**src/rtl/cpu_sequencer.sv**
```systemverilog
// Multi-cycle fetch/execute sequencer with tick-gated run/slow/step/pause modes and a return stack.
// Optional macro CPU_SEQ_RETIRE_CNT_EN enables the 32-bit retired-instruction counter.
module cpu_sequencer #(
  parameter int ADDR_W         = 8,
  parameter int INSTR_W        = 24,
  parameter int STACK_DEPTH    = 4,
  parameter int SLOW_BASE_LOG2 = 20
) (
  input  logic               clk,
  input  logic               rst,
  input  logic [1:0]         mode,
  input  logic [2:0]         speed_sel,
  input  logic               step_btn,
  input  logic               halt_in,
  input  logic               branch_taken,
  input  logic               call,
  input  logic               ret,
  input  logic [ADDR_W-1:0]  branch_target,
  output logic [ADDR_W-1:0]  imem_addr,
  input  logic [INSTR_W-1:0] imem_data,
  output logic [INSTR_W-1:0] ir,
  output logic               exec_en,
  output logic [ADDR_W-1:0]  pc,
  output logic               halted,
  output logic               fault,
  output logic [31:0]        retired_count
);

  localparam int SP_W  = $clog2(STACK_DEPTH) + 1;
  localparam int DIV_W = SLOW_BASE_LOG2 + 7;

  typedef enum logic [2:0] {
    S_IDLE,
    S_FETCH,
    S_LATCH,
    S_EXEC,
    S_HALT
  } state_t;

  state_t                state_reg, state_next;
  logic [ADDR_W-1:0]     pc_reg, pc_next, pc_plus1;
  logic [INSTR_W-1:0]    ir_reg;
  logic                  fault_reg, fault_next, fault_now;
  logic [SP_W-1:0]       sp_reg, sp_next;
  logic [SP_W-2:0]       top_idx;
  logic                  push, stack_empty, stack_full;
  logic [STACK_DEPTH-1:0][ADDR_W-1:0] stack_flat;
  logic [ADDR_W-1:0]     stack_top;

  logic [DIV_W-1:0]      div_reg, div_limit;
  logic                  slow_tick;
  logic [1:0]            step_sync_reg;
  logic                  step_prev_reg, step_tick;
  logic                  tick;

  // ---------------- tick generation ----------------
  always_comb begin
    div_limit = ({{(DIV_W-1){1'b0}}, 1'b1} << (SLOW_BASE_LOG2 + int'(speed_sel))) - {{(DIV_W-1){1'b0}}, 1'b1};
  end

  // >= rather than == so a speed_sel decrease mid-count still wraps promptly
  assign slow_tick = (div_reg >= div_limit);

  always_ff @(posedge clk) begin
    if (rst) begin
      div_reg <= '0;
    end else if (slow_tick) begin
      div_reg <= '0;
    end else begin
      div_reg <= div_reg + {{(DIV_W-1){1'b0}}, 1'b1};
    end
  end

  always_ff @(posedge clk) begin
    if (rst) begin
      step_sync_reg <= 2'b00;
      step_prev_reg <= 1'b0;
    end else begin
      step_sync_reg <= {step_sync_reg[0], step_btn};
      step_prev_reg <= step_sync_reg[1];
    end
  end

  assign step_tick = step_sync_reg[1] & ~step_prev_reg;

  always_comb begin
    tick = 1'b0;
    case (mode)
      2'b00:   tick = 1'b1;
      2'b01:   tick = slow_tick;
      2'b10:   tick = step_tick;
      default: tick = 1'b0;
    endcase
  end

  // ---------------- return stack ----------------
  assign stack_empty = (sp_reg == '0);
  assign stack_full  = (sp_reg == SP_W'(STACK_DEPTH));
  assign top_idx     = sp_reg[SP_W-2:0] - (SP_W-1)'(1);
  assign stack_top   = stack_flat[top_idx];
  assign pc_plus1    = pc_reg + ADDR_W'(1);

  genvar gi;
  generate
    for (gi = 0; gi < STACK_DEPTH; gi++) begin : g_stack
      logic [ADDR_W-1:0] entry_reg;
      always_ff @(posedge clk) begin
        if (push && (sp_reg == SP_W'(gi))) begin
          entry_reg <= pc_plus1;
        end
      end
      assign stack_flat[gi] = entry_reg;
    end
  endgenerate

  // ---------------- sequencer FSM ----------------
  always_ff @(posedge clk) begin
    if (rst) begin
      state_reg <= S_IDLE;
      pc_reg    <= '0;
      ir_reg    <= '0;
      fault_reg <= 1'b0;
      sp_reg    <= '0;
    end else begin
      state_reg <= state_next;
      pc_reg    <= pc_next;
      fault_reg <= fault_next;
      sp_reg    <= sp_next;
      if (state_reg == S_LATCH) begin
        ir_reg <= imem_data;
      end
    end
  end

  always_comb begin
    state_next = state_reg;
    pc_next    = pc_reg;
    fault_next = fault_reg;
    sp_next    = sp_reg;
    push       = 1'b0;
    fault_now  = 1'b0;
    case (state_reg)
      S_IDLE:  if (tick) state_next = S_FETCH;
      S_FETCH: state_next = S_LATCH;
      S_LATCH: state_next = S_EXEC;
      S_EXEC: begin
        state_next = S_IDLE;
        if (halt_in) begin
          state_next = S_HALT;
        end else if (ret) begin
          if (stack_empty) begin
            fault_now  = 1'b1;
            state_next = S_HALT;
          end else begin
            sp_next = sp_reg - SP_W'(1);
            pc_next = stack_top;
          end
        end else if (call) begin
          if (stack_full) begin
            fault_now  = 1'b1;
            state_next = S_HALT;
          end else begin
            push    = 1'b1;
            sp_next = sp_reg + SP_W'(1);
            pc_next = branch_target;
          end
        end else if (branch_taken) begin
          pc_next = branch_target;
        end else begin
          pc_next = pc_plus1;
        end
        if (fault_now) fault_next = 1'b1;
      end
      S_HALT:  state_next = S_HALT;
      default: state_next = S_IDLE;
    endcase
  end

  assign imem_addr = pc_reg;
  assign pc        = pc_reg;
  assign ir        = ir_reg;
  assign exec_en   = (state_reg == S_EXEC);
  assign halted    = (state_reg == S_HALT);
  assign fault     = fault_reg;

  // ---------------- optional retire counter ----------------
`ifdef CPU_SEQ_RETIRE_CNT_EN
  logic [31:0] retired_reg;
  logic        retire;

  // a faulting EXEC never retires; HALT does
  assign retire = (state_reg == S_EXEC) && !fault_now;

  always_ff @(posedge clk) begin
    if (rst) begin
      retired_reg <= 32'd0;
    end else if (retire) begin
      retired_reg <= retired_reg + 32'd1;
    end
  end

  assign retired_count = retired_reg;
`else
  assign retired_count = 32'd0;
`endif

endmodule

```
**config.mk**
```make
export PLATFORM = sky130hd
export DESIGN_NAME = cpu_sequencer
export DESIGN_NICKNAME = d
export VERILOG_FILES = /design/src/rtl/cpu_sequencer.sv
export SDC_FILE = /design/constraint.sdc
export NUM_CORES = 1
export LEC_CHECK = 0
export CORE_MARGIN = 1
export CORE_UTILIZATION = 45
export DETAILED_ROUTE_END_ITERATION = 10
export HOLD_SLACK_MARGIN = 0.08
export PLACE_DENSITY = 0.73
export SLEW_MARGIN = 40
export SYNTH_ARGS = -nofsm -noshare
export SYNTH_HDL_FRONTEND = slang
export SYNTH_SLANG_ARGS = --single-unit
```
**constraint.sdc**
```tcl
create_clock -name clk -period 3 [get_ports clk]
set_input_delay 0.45 -clock clk [delete_from_list [all_inputs] [get_ports clk]]
set_output_delay 0.45 -clock clk [all_outputs]
set_load 0.02 [all_outputs]
```
# Word-level counts from Yosys, hierarchy flattened
# Cells that the tools add are included.
[totals]
word_cells = 81
output_inout_bits = 75
ff_bits = 101
[op_classes]
n_shift = 1
n_reduce_logical = 12
n_eq_ne = 14
n_addsub = 7
mux = 30
n_lt_le_gt_ge = 2
bitwise_logic = 3
[op_table]
columns = ["op", "n"]
rows = [
  ["$mux 8", 6],
  ["$mux 3", 10],
  ["$add 27x1->27 const B", 1],
  ["$ge 27x27->1", 1],
  ["$shl 1x6->27 const A", 1],
  ["$sub 27x1->27 const B", 1],
  ["$bmux 8 s2", 1],
  ["$pmux 3 s5", 1],
  ["$eq 3x2->1 const B", 4],
  ["$mux 1", 11],
  ["$add 8x1->8 const B", 1],
  ["$add 5x3->6 const A", 1],
  ["$eq 3x1->1 const B", 2],
  ["$eq 3x3->1 const B", 2],
  ["$logic_not 3->1", 2],
  ["$ne 2x2->1 const B", 3],
  ["$reduce_and 5->1", 1],
  ["$logic_and 1x1->1", 4],
  ["$reduce_and 4->1", 1],
  ["$add 3x1->3 const B", 1],
  ["$lt 2x3->1 const B", 1],
  ["$ne 3x3->1 const B", 1],
  ["$pmux 1 s3", 1],
  ["$sub 3x1->3 const B", 1],
  ["9 further kinds", 10],
]

# Depth between registers and ports, before layout
# Gate-level depths: netlist (run 1).
[depth]
ltp_word = 7
mapped_depth = 12
depth_no_buf = 10

# Worst setup path after synthesis (run 1)
# OpenSTA, ideal clock, no wires.
[synth_timing]
kind = "in2reg"
start = "in speed_sel[2]"
end = "reg div_reg[26]"
t_arrival_ns = 2.235
path_buffers = 2
setup_slack_ns = 0.649
cell_stages = 10
cell_sequence = "clkbuf_1 -> nor3_1 -> xnor2_1 -> ha_1 -> and3_1 -> nor2b_1 -> nand2_1 -> o211ai_2 -> buf_4 -> nor3_1"
[synth_via]
elab_chain_cells = 5
[synth_lines]
columns = ["element", "line_no", "rtl"]
rows = [
  ["from (decl)", "12", "input logic [2:0] speed_sel,"],
  ["$add 5x3->6", "58", "div_limit = ({{(DIV_W-1){1'b0}}, 1'b1} << (SLOW_BASE_LOG2 + int'(speed_sel))) - {{(DIV_W-1){1'b0}}, 1'b1};"],
  ["$shl 1x6->27", "58", ""],
  ["$sub 27x1->27", "58", ""],
  ["$ge 27x27->1", "62", "assign slow_tick = (div_reg >= div_limit);"],
  ["$reduce_or 2->1 (no source line)", "-", ""],
  ["to (signal assigned)", "70", "div_reg <= div_reg + {{(DIV_W-1){1'b0}}, 1'b1};"],
  ["to (decl)", "50", "logic [DIV_W-1:0] div_reg, div_limit;"],
]
# No other way between the ends.
# A chain may end at the register's enable or synchronous reset.

# Worst setup path after layout (run 1)
[layout_timing]
start = "in speed_sel[1]"
end = "reg div_reg[14]"
# The elaborated chain is that of the path after synthesis.

==> results of run 1 <==
power by group through the flow:
stage               clock network [W]  logic (W)  registers [W]
global placement                    0   0.000295        0.00148
finish                       0.000849   0.000300        0.00145
floorplan                           0   0.000180        0.00150
global route                 0.000936   0.000327        0.00145
CTS                          0.000882   0.000300        0.00145
detailed placement                  0   0.000299        0.00148
metrics by stage:
step                setup slack, ns  power (W)  cells  hold slack, ns
global placement              0.171    0.00177    709           0.441
global route                  0.201    0.00271    725           0.476
detailed placement           0.0108    0.00178    709           0.446
finish                        0.403    0.00260    725           0.456
floorplan                     0.649    0.00168    537           0.414
CTS                           0.405    0.00263    725           0.459
cell type report:
| cell class | instances | area [µm²] |
|---|---|---|
| clock buffers | 10 | 149 |
| clock inverters | 6 | 50.0 |
| fillers | 969 | 4810 |
| inverters | 17 | 63.8 |
| multi-input cells | 356 | 2310 |
| flip-flops and latches | 101 | 2340 |
| well taps | 140 | 175 |
| repair buffers | 95 | 941 |
metal layers:
layer / track usage (%) / vias up / routed length (µm)
li1: - / 1832 / -
met1: 22.6 / 1724 / 4320
met2: 33.5 / 95 / 5380
met3: 3.63 / 13 / 467
met4: 7.14 / 0 / 134
met5: 0 / - / 0
worst max-delay path, cell delays in order:
cell and delay, ns:
clkdlybuf4s50_1 0.57, nor2_1 0.08, xnor2_1 0.14, nand2_1 0.07, ha_1 0.30, a211oi_1 0.21
nor2_1 0.08, a311oi_1 0.41, o211ai_2 0.20, buf_12 0.19, nor3_1 0.17
logic make-up after synthesis:
group           Yosys count  synth area share [%]
fa+ha+maj                18                  4.50
compound gates           66                  8.75
xor+xnor                 37                  6.47
buf+inv                  80                  9.65
mux                      15                  5.00
flops                   101                  46.8
other cells               2                 0.150
simple gates            185                  18.7
Yosys cell counts (all sizes together), types with 3 or more instances:
cell,count
clkbuf,16
nor4,3
xnor2,26
and2,3
nor2b,5
nor3,36
buf,47
o21a,4
dfxtp,69
nor2,28
a211oi,7
ha,18
mux4,8
edfxtp,32
mux2i,7
a21oi,29
o21ai,8
xor2,11
a311oi,4
nand2,73
nand3,13
inv,17
or4,3
or2,4
nand4,4
final timing paths:
kind	cells after the start	from	slack [ns]	to
worst min register to register	2	ir[10]	0.46	ir[10]
worst min-delay path	2	ir[10]	0.46	ir[10]
worst max register to register	6	div_reg[0]	0.69	div_reg[14]
worst max-delay path	11	speed_sel[1]	0.40	div_reg[14]
==> reports/results.txt, run 1 <==
Outcome: complete, no violations
Clock transition at path regs: 0.09 ns
Worst-Skew Late Latency: 0.37 ns
Final Critical Period: 2.60 ns
Static leakage: 2.11 nW
MaxCap Viol Count: 0
DIE HEIGHT: 107 µm
GR Overflow Total: 0
Comb pwr share: 11.5%
Slew @ Worst Pin: 0.633 ns
Die area: 11600 µm²
Max FFs per register: 32
PwrDens: 430 nW/µm²
Root Driver: clkbuf_8
Mapped Cells: 504
Max-slew violation count: 0
Yosys reg bits: 101
Initial DRC Count: 146
Ys async rst share: 0%
Final setup violation count: 0
Postcts setup bufs: 0
Syn_area_per_cell: 9.94 µm²
Yosys top cell by area: dfxtp_1
Port buffer count: 86
Global-route wire length before repair: 17.0 mm
DRC: 0
Most common cell after layout, fill and taps aside: clkdlybuf4s50_1
Cell variety after synth: 53
Worst Path Required: 3.29 ns
Clock power share: 32.7%
Vias in the first global route: 3513
TritonCTS Sinks: 101
H-tree levels: 3
Ys Warns: 0
Cts bufs inserted: 9
Initial antenna violation count: 0
Final Instance Area: 6030 µm²
Net Sw Frac: 25.8%
Vias: 3664
Max Freq: 0.385 GHz
Gates resized, CTS repair: 0
WL/cell: 14.2 µm
CP endpoint kind: register
Global-route usage over all layers: 18.9%
Core area: 10800 µm²
Clock Skew: 0.00863 ns
Die width: 107 µm
Top FF cell, synth: dfxtp_1
DRT Pass-1 Iters: 4
Layout cells sized above 1: 8.55%
Period utilization: 86.6%
Synth top area share: 27.6%
Hold crit path type: reg2reg
RSZ-0062 raised after global routing: false
Initial Util: 46.2%
Critical Path Source Type: input pin
P_sw: 0.000670 W
Top fanout value on the critical path: 27
WP data arrival: 2.89 ns
Final Wtd Congestion: 0.830
Setup TNS: 0 ns
Register area share after synthesis: 46.8%
Max clock buf depth: 2
# diodes: 0
Area Overhead vs Synth: 20.5%
Synth area leaders: dfxtp_1 (28%), edfxtp_1 (19%), buf_4 (6.3%)
Crit Path Category: in2reg
EDFF count, synth: 32
CTS tree: yes
Io pins: 119
Pin count of the biggest net entering global routing: 34
Maximum VDD drop: 0.241 mV
Most frequent cells in the layout: clkdlybuf4s50_1 (86), nand2_1 (73), dfxtp_1 (69), conb_1 (35), nor3_1 (33)
Detail Route Antenna Nets: 0
Via density: 5.05
DP HPWL: 7.57 mm
Post-CTS Hold Buffers: 0
Slew HR: 57.8%
Num rows: 38
WL final: 10.3 mm
Cell area after synthesis: 5010 µm²
Final-report hold violation count: 0
Int Power: 0.00193 W
Placed cell areas: 5830 µm²
Final #Nets: 642
Fin util: 55.6%
Register share of total power: 55.7%
(Power assumes the default switching activity.)
==> inputs of run 2 (changes only) <==
--- a/config.mk
+++ b/config.mk
@@ -5,6 +5,7 @@
 export SDC_FILE = /design/constraint.sdc
 export NUM_CORES = 1
 export LEC_CHECK = 0
+export ABC_AREA = 1
 export CORE_MARGIN = 1
 export CORE_UTILIZATION = 45
 export DETAILED_ROUTE_END_ITERATION = 10
==> run 2 against run 1 <==
  * Flip-flop and latch count stayed put
  * Worst hold slack worse by 0.053 ns
  * Cell count is 17% higher
  * Sequential share of layout area is 1.5 points lower
  * Sequential power is 3% higher
  * Global-route usage is 0.63 points higher
  * Setup slack better by 0.13 ns
  * Via count is 15% higher
  * Critical path depth is 4 higher
  * Design area is 4.0% higher
  * Die area is 1.7% higher
  * Critical path type unchanged
  * Largest cell class unchanged
  * Highest routed layer unchanged
==> reports/results.txt, run 2 <==
Initial Util: 46.6% (was 46.2%)
Die area: 11800 µm² (was 11600 µm²)
Pin count of the biggest net entering global routing: 36 (was 34)
Die width: 108 µm (was 107 µm)
Num rows: 38 (unchanged)
Top cell by count, worst path: nand2_1 (was nor2_1)
# fillers: 981 (was 969)
Cells on worst reg2reg path: 9 (was 6)
Synth area leaders: dfxtp_1 (27%), edfxtp_1 (19%), nor2_1 (9.1%) (was dfxtp_1 (28%), edfxtp_1 (19%), buf_4 (6.3%))
Register area share after synthesis: 46.0% (was 46.8%)
Pwr Total: 0.00313 W (was 0.00260 W)
H-tree levels: 3 (unchanged)
DIE HEIGHT: 108 µm (was 107 µm)
Clock transition at path regs: 0.07 ns (was 0.09 ns)
Root Driver: clkbuf_16 (was clkbuf_8)
Top FF cell, synth: dfxtp_1 (unchanged)
Max clock buf depth: 2 (unchanged)
Outcome: complete, no violations (unchanged)
Final Instance Area: 6270 µm² (was 6030 µm²)
Cell area after synthesis: 5090 µm² (was 5010 µm²)
Final-report hold violation count: 0 (unchanged)
Max Freq: 0.406 GHz (was 0.385 GHz)
Critical path cell sequence: clkdlybuf4s50_1, xnor2_1, nand3_1, o21a_1, ha_1, nand2_1, inv_1, nand2_1, nand2_1, nand2_1, nand2_1, nor2_1, nand4_4, buf_4, nor3b_1 (was clkdlybuf4s50_1, nor2_1, xnor2_1, nand2_1, ha_1, a211oi_1, nor2_1, a311oi_1, o211ai_2, buf_12, nor3_1)
Vias: 4203 (was 3664)
Max FFs per register: 32 (unchanged)
GR Overflow Total: 0 (unchanged)
RSZ-0062 raised after global routing: false (unchanged)
Slew HR: 49.0% (was 57.8%)
Most frequent cells in the layout: nor2_1 (123), nand2_1 (89), clkdlybuf4s50_1 (86), dfxtp_1 (69), o21ai_0 (60) (was clkdlybuf4s50_1 (86), nand2_1 (73), dfxtp_1 (69), conb_1 (35), nor3_1 (33))
EDFF count, synth: 32 (unchanged)
DRT Pass-1 Iters: 5 (was 4)
Cts bufs inserted: 9 (unchanged)
Static leakage: 2.37 nW (was 2.11 nW)
Hold crit path type: reg2reg (unchanged)
Fin util: 57.3% (was 55.6%)
Top fanout value on the critical path: 27 (unchanged)
Yosys reg bits: 101 (unchanged)
Most common cell after layout, fill and taps aside: nor2_1 (was clkdlybuf4s50_1)
Period utilization: 82.1% (was 86.6%)
Hold depth: 2 (unchanged)
Vias in the first global route: 3975 (was 3513)
Clock Skew: 0.0101 ns (was 0.00863 ns)
Initial DRC Count: 195 (was 146)
Critical Path Source Type: input pin (unchanged)
# diodes: 0 (unchanged)
Gates resized, CTS repair: 0 (unchanged)
WP data arrival: 2.72 ns (was 2.89 ns)
Slowest stage delay, CP: 0.51 ns (was 0.57 ns)
Final Wtd Congestion: 0.863 (was 0.830)
Worst-Skew Late Latency: 0.34 ns (was 0.37 ns)
Syn_area_per_cell: 8.22 µm² (was 9.94 µm²)
MaxCap Viol Count: 0 (unchanged)
PwrDens: 500 nW/µm² (was 430 nW/µm²)
Max-slew violation count: 0 (unchanged)
Cell with the most instances after synthesis: nor2_1 (was nand2_1)
CP endpoint kind: register (unchanged)
Setup TNS: 0 ns (unchanged)
Initial antenna violation count: 0 (unchanged)
Final setup violation count: 0 (unchanged)
Global-route wire length before repair: 17.9 mm (was 17.0 mm)
Ys Warns: 0 (unchanged)
Final #Nets: 766 (was 642)
TritonCTS Sinks: 101 (unchanged)
Final non-filler cell total: 849 (was 725)
Post-CTS Hold Buffers: 0 (unchanged)
Via density: 4.95 (was 5.05)
Yosys top cell by area: dfxtp_1 (unchanged)
Postcts setup bufs: 0 (unchanged)
Port buffer count: 86 (unchanged)
Core area: 10900 µm² (was 10800 µm²)
Detail Route Antenna Nets: 0 (unchanged)
Slew @ Worst Pin: 0.764 ns (was 0.633 ns)
Placed cell areas: 5960 µm² (was 5830 µm²)
DP HPWL: 8.25 mm (was 7.57 mm)
DRC: 0 (unchanged)
Inst Count DP: 833 (was 709)
Ys async rst share: 0% (unchanged)
Worst Path Required: 3.26 ns (was 3.29 ns)
Final Critical Period: 2.46 ns (was 2.60 ns)
Mapped Cells: 620 (was 504)
Global-route usage over all layers: 19.6% (was 18.9%)
Io pins: 119 (unchanged)
Layout cells sized above 1: 7.90% (was 8.55%)
Maximum VDD drop: 0.411 mV (was 0.241 mV)
Synth top area share: 27.1% (was 27.6%)
Most frequent cells after synthesis: nor2_1 (123), nand2_1 (89), dfxtp_1 (69) (was nand2_1 (73), dfxtp_1 (69), buf_4 (42))
WL/cell: 13.4 µm (was 14.2 µm)
Slowest cell on crit path: clkdlybuf4s50_1 (unchanged)
Cell variety after synth: 39 (was 53)
Crit Path Category: in2reg (unchanged)
CTS tree: yes (unchanged)
WL final: 11.4 mm (was 10.3 mm)
Area Overhead vs Synth: 23.1% (was 20.5%)
run 2: cell types whose count changed after synthesis, sizes merged, moves of 8 or more:
cell | before | now
o22ai | 0 | 8
nor3 | 36 | 4
nand2 | 73 | 92
xnor2 | 26 | 7
mux4 | 8 | 0
o21ai | 8 | 62
inv | 17 | 43
nor2 | 28 | 134
run 2: worst paths after layout:
check / slack [ns] / start / endpoint
setup reg to reg: 0.73 / sp_reg[0] / imem_addr[1]
setup / recovery: 0.54 / speed_sel[0] / div_reg[15]
hold reg to reg: 0.40 / step_sync_reg[0] / step_sync_reg[1]
hold / removal: 0.40 / step_sync_reg[0] / step_sync_reg[1]
run 2: cell type report:
class,instances,area (µm²),share of cell area [%]
Tap cell,140,175,2.79
Timing Repair Buffer,98,951,15.2
Inverter,44,165,2.63
Sequential cell,101,2340,37.4
Multi-Input combinational cell,450,2320,37.0
Clock inverter,7,90.1,1.44
Clock buffer,9,225,3.59
run 2: metrics by stage:
stage,hold WS [ns],setup WS [ns]
after CTS,0.411,0.538
after detailed placement,0.396,0.171
final,0.403,0.538
after floorplan,0.388,0.632
after global routing,0.416,0.313
after global placement,0.401,0.287
run 2: where the power goes:
part	internal [W]	switching, W
Sequential	0.00146	0.0000309
Combinational	0.000192	0.000255
Clock	0.000666	0.000532
Total	0.00231	0.000819
run 2: cells by family (layout without fill, tap and decap cells):
kind of cell | count (synthesis) | in the layout | share of synthesized area (%)
simple gates | 269 | 269 | 23.7
flops | 101 | 101 | 46.0
compound gates | 108 | 108 | 11.4
buf+inv | 102 | 158 | 10.9
xor+xnor | 20 | 20 | 3.44
other cells | 2 | 35 | 0.147
fa+ha+maj | 18 | 18 | 4.42
run 2: critical path, delay by kind of cell:
family                   cells  cell delay (ns)
AND/OR/NAND/NOR              9             0.88
buffers and inverters        3             0.79
adder cells (fa/ha/maj)      1             0.30
XOR/XNOR                     1             0.16
AO/OA/AOI/OAI                1             0.11
run 2: layer usage:
metal	track usage [%]	vias up	share of wire, %	wire (µm)
met5	0	-	0	0
met4	5.79	0	1.4	163
met3	4.10	12	4.7	535
met2	35.4	113	52	5950
met1	23.1	1952	41	4710
li1	-	2126	-	-
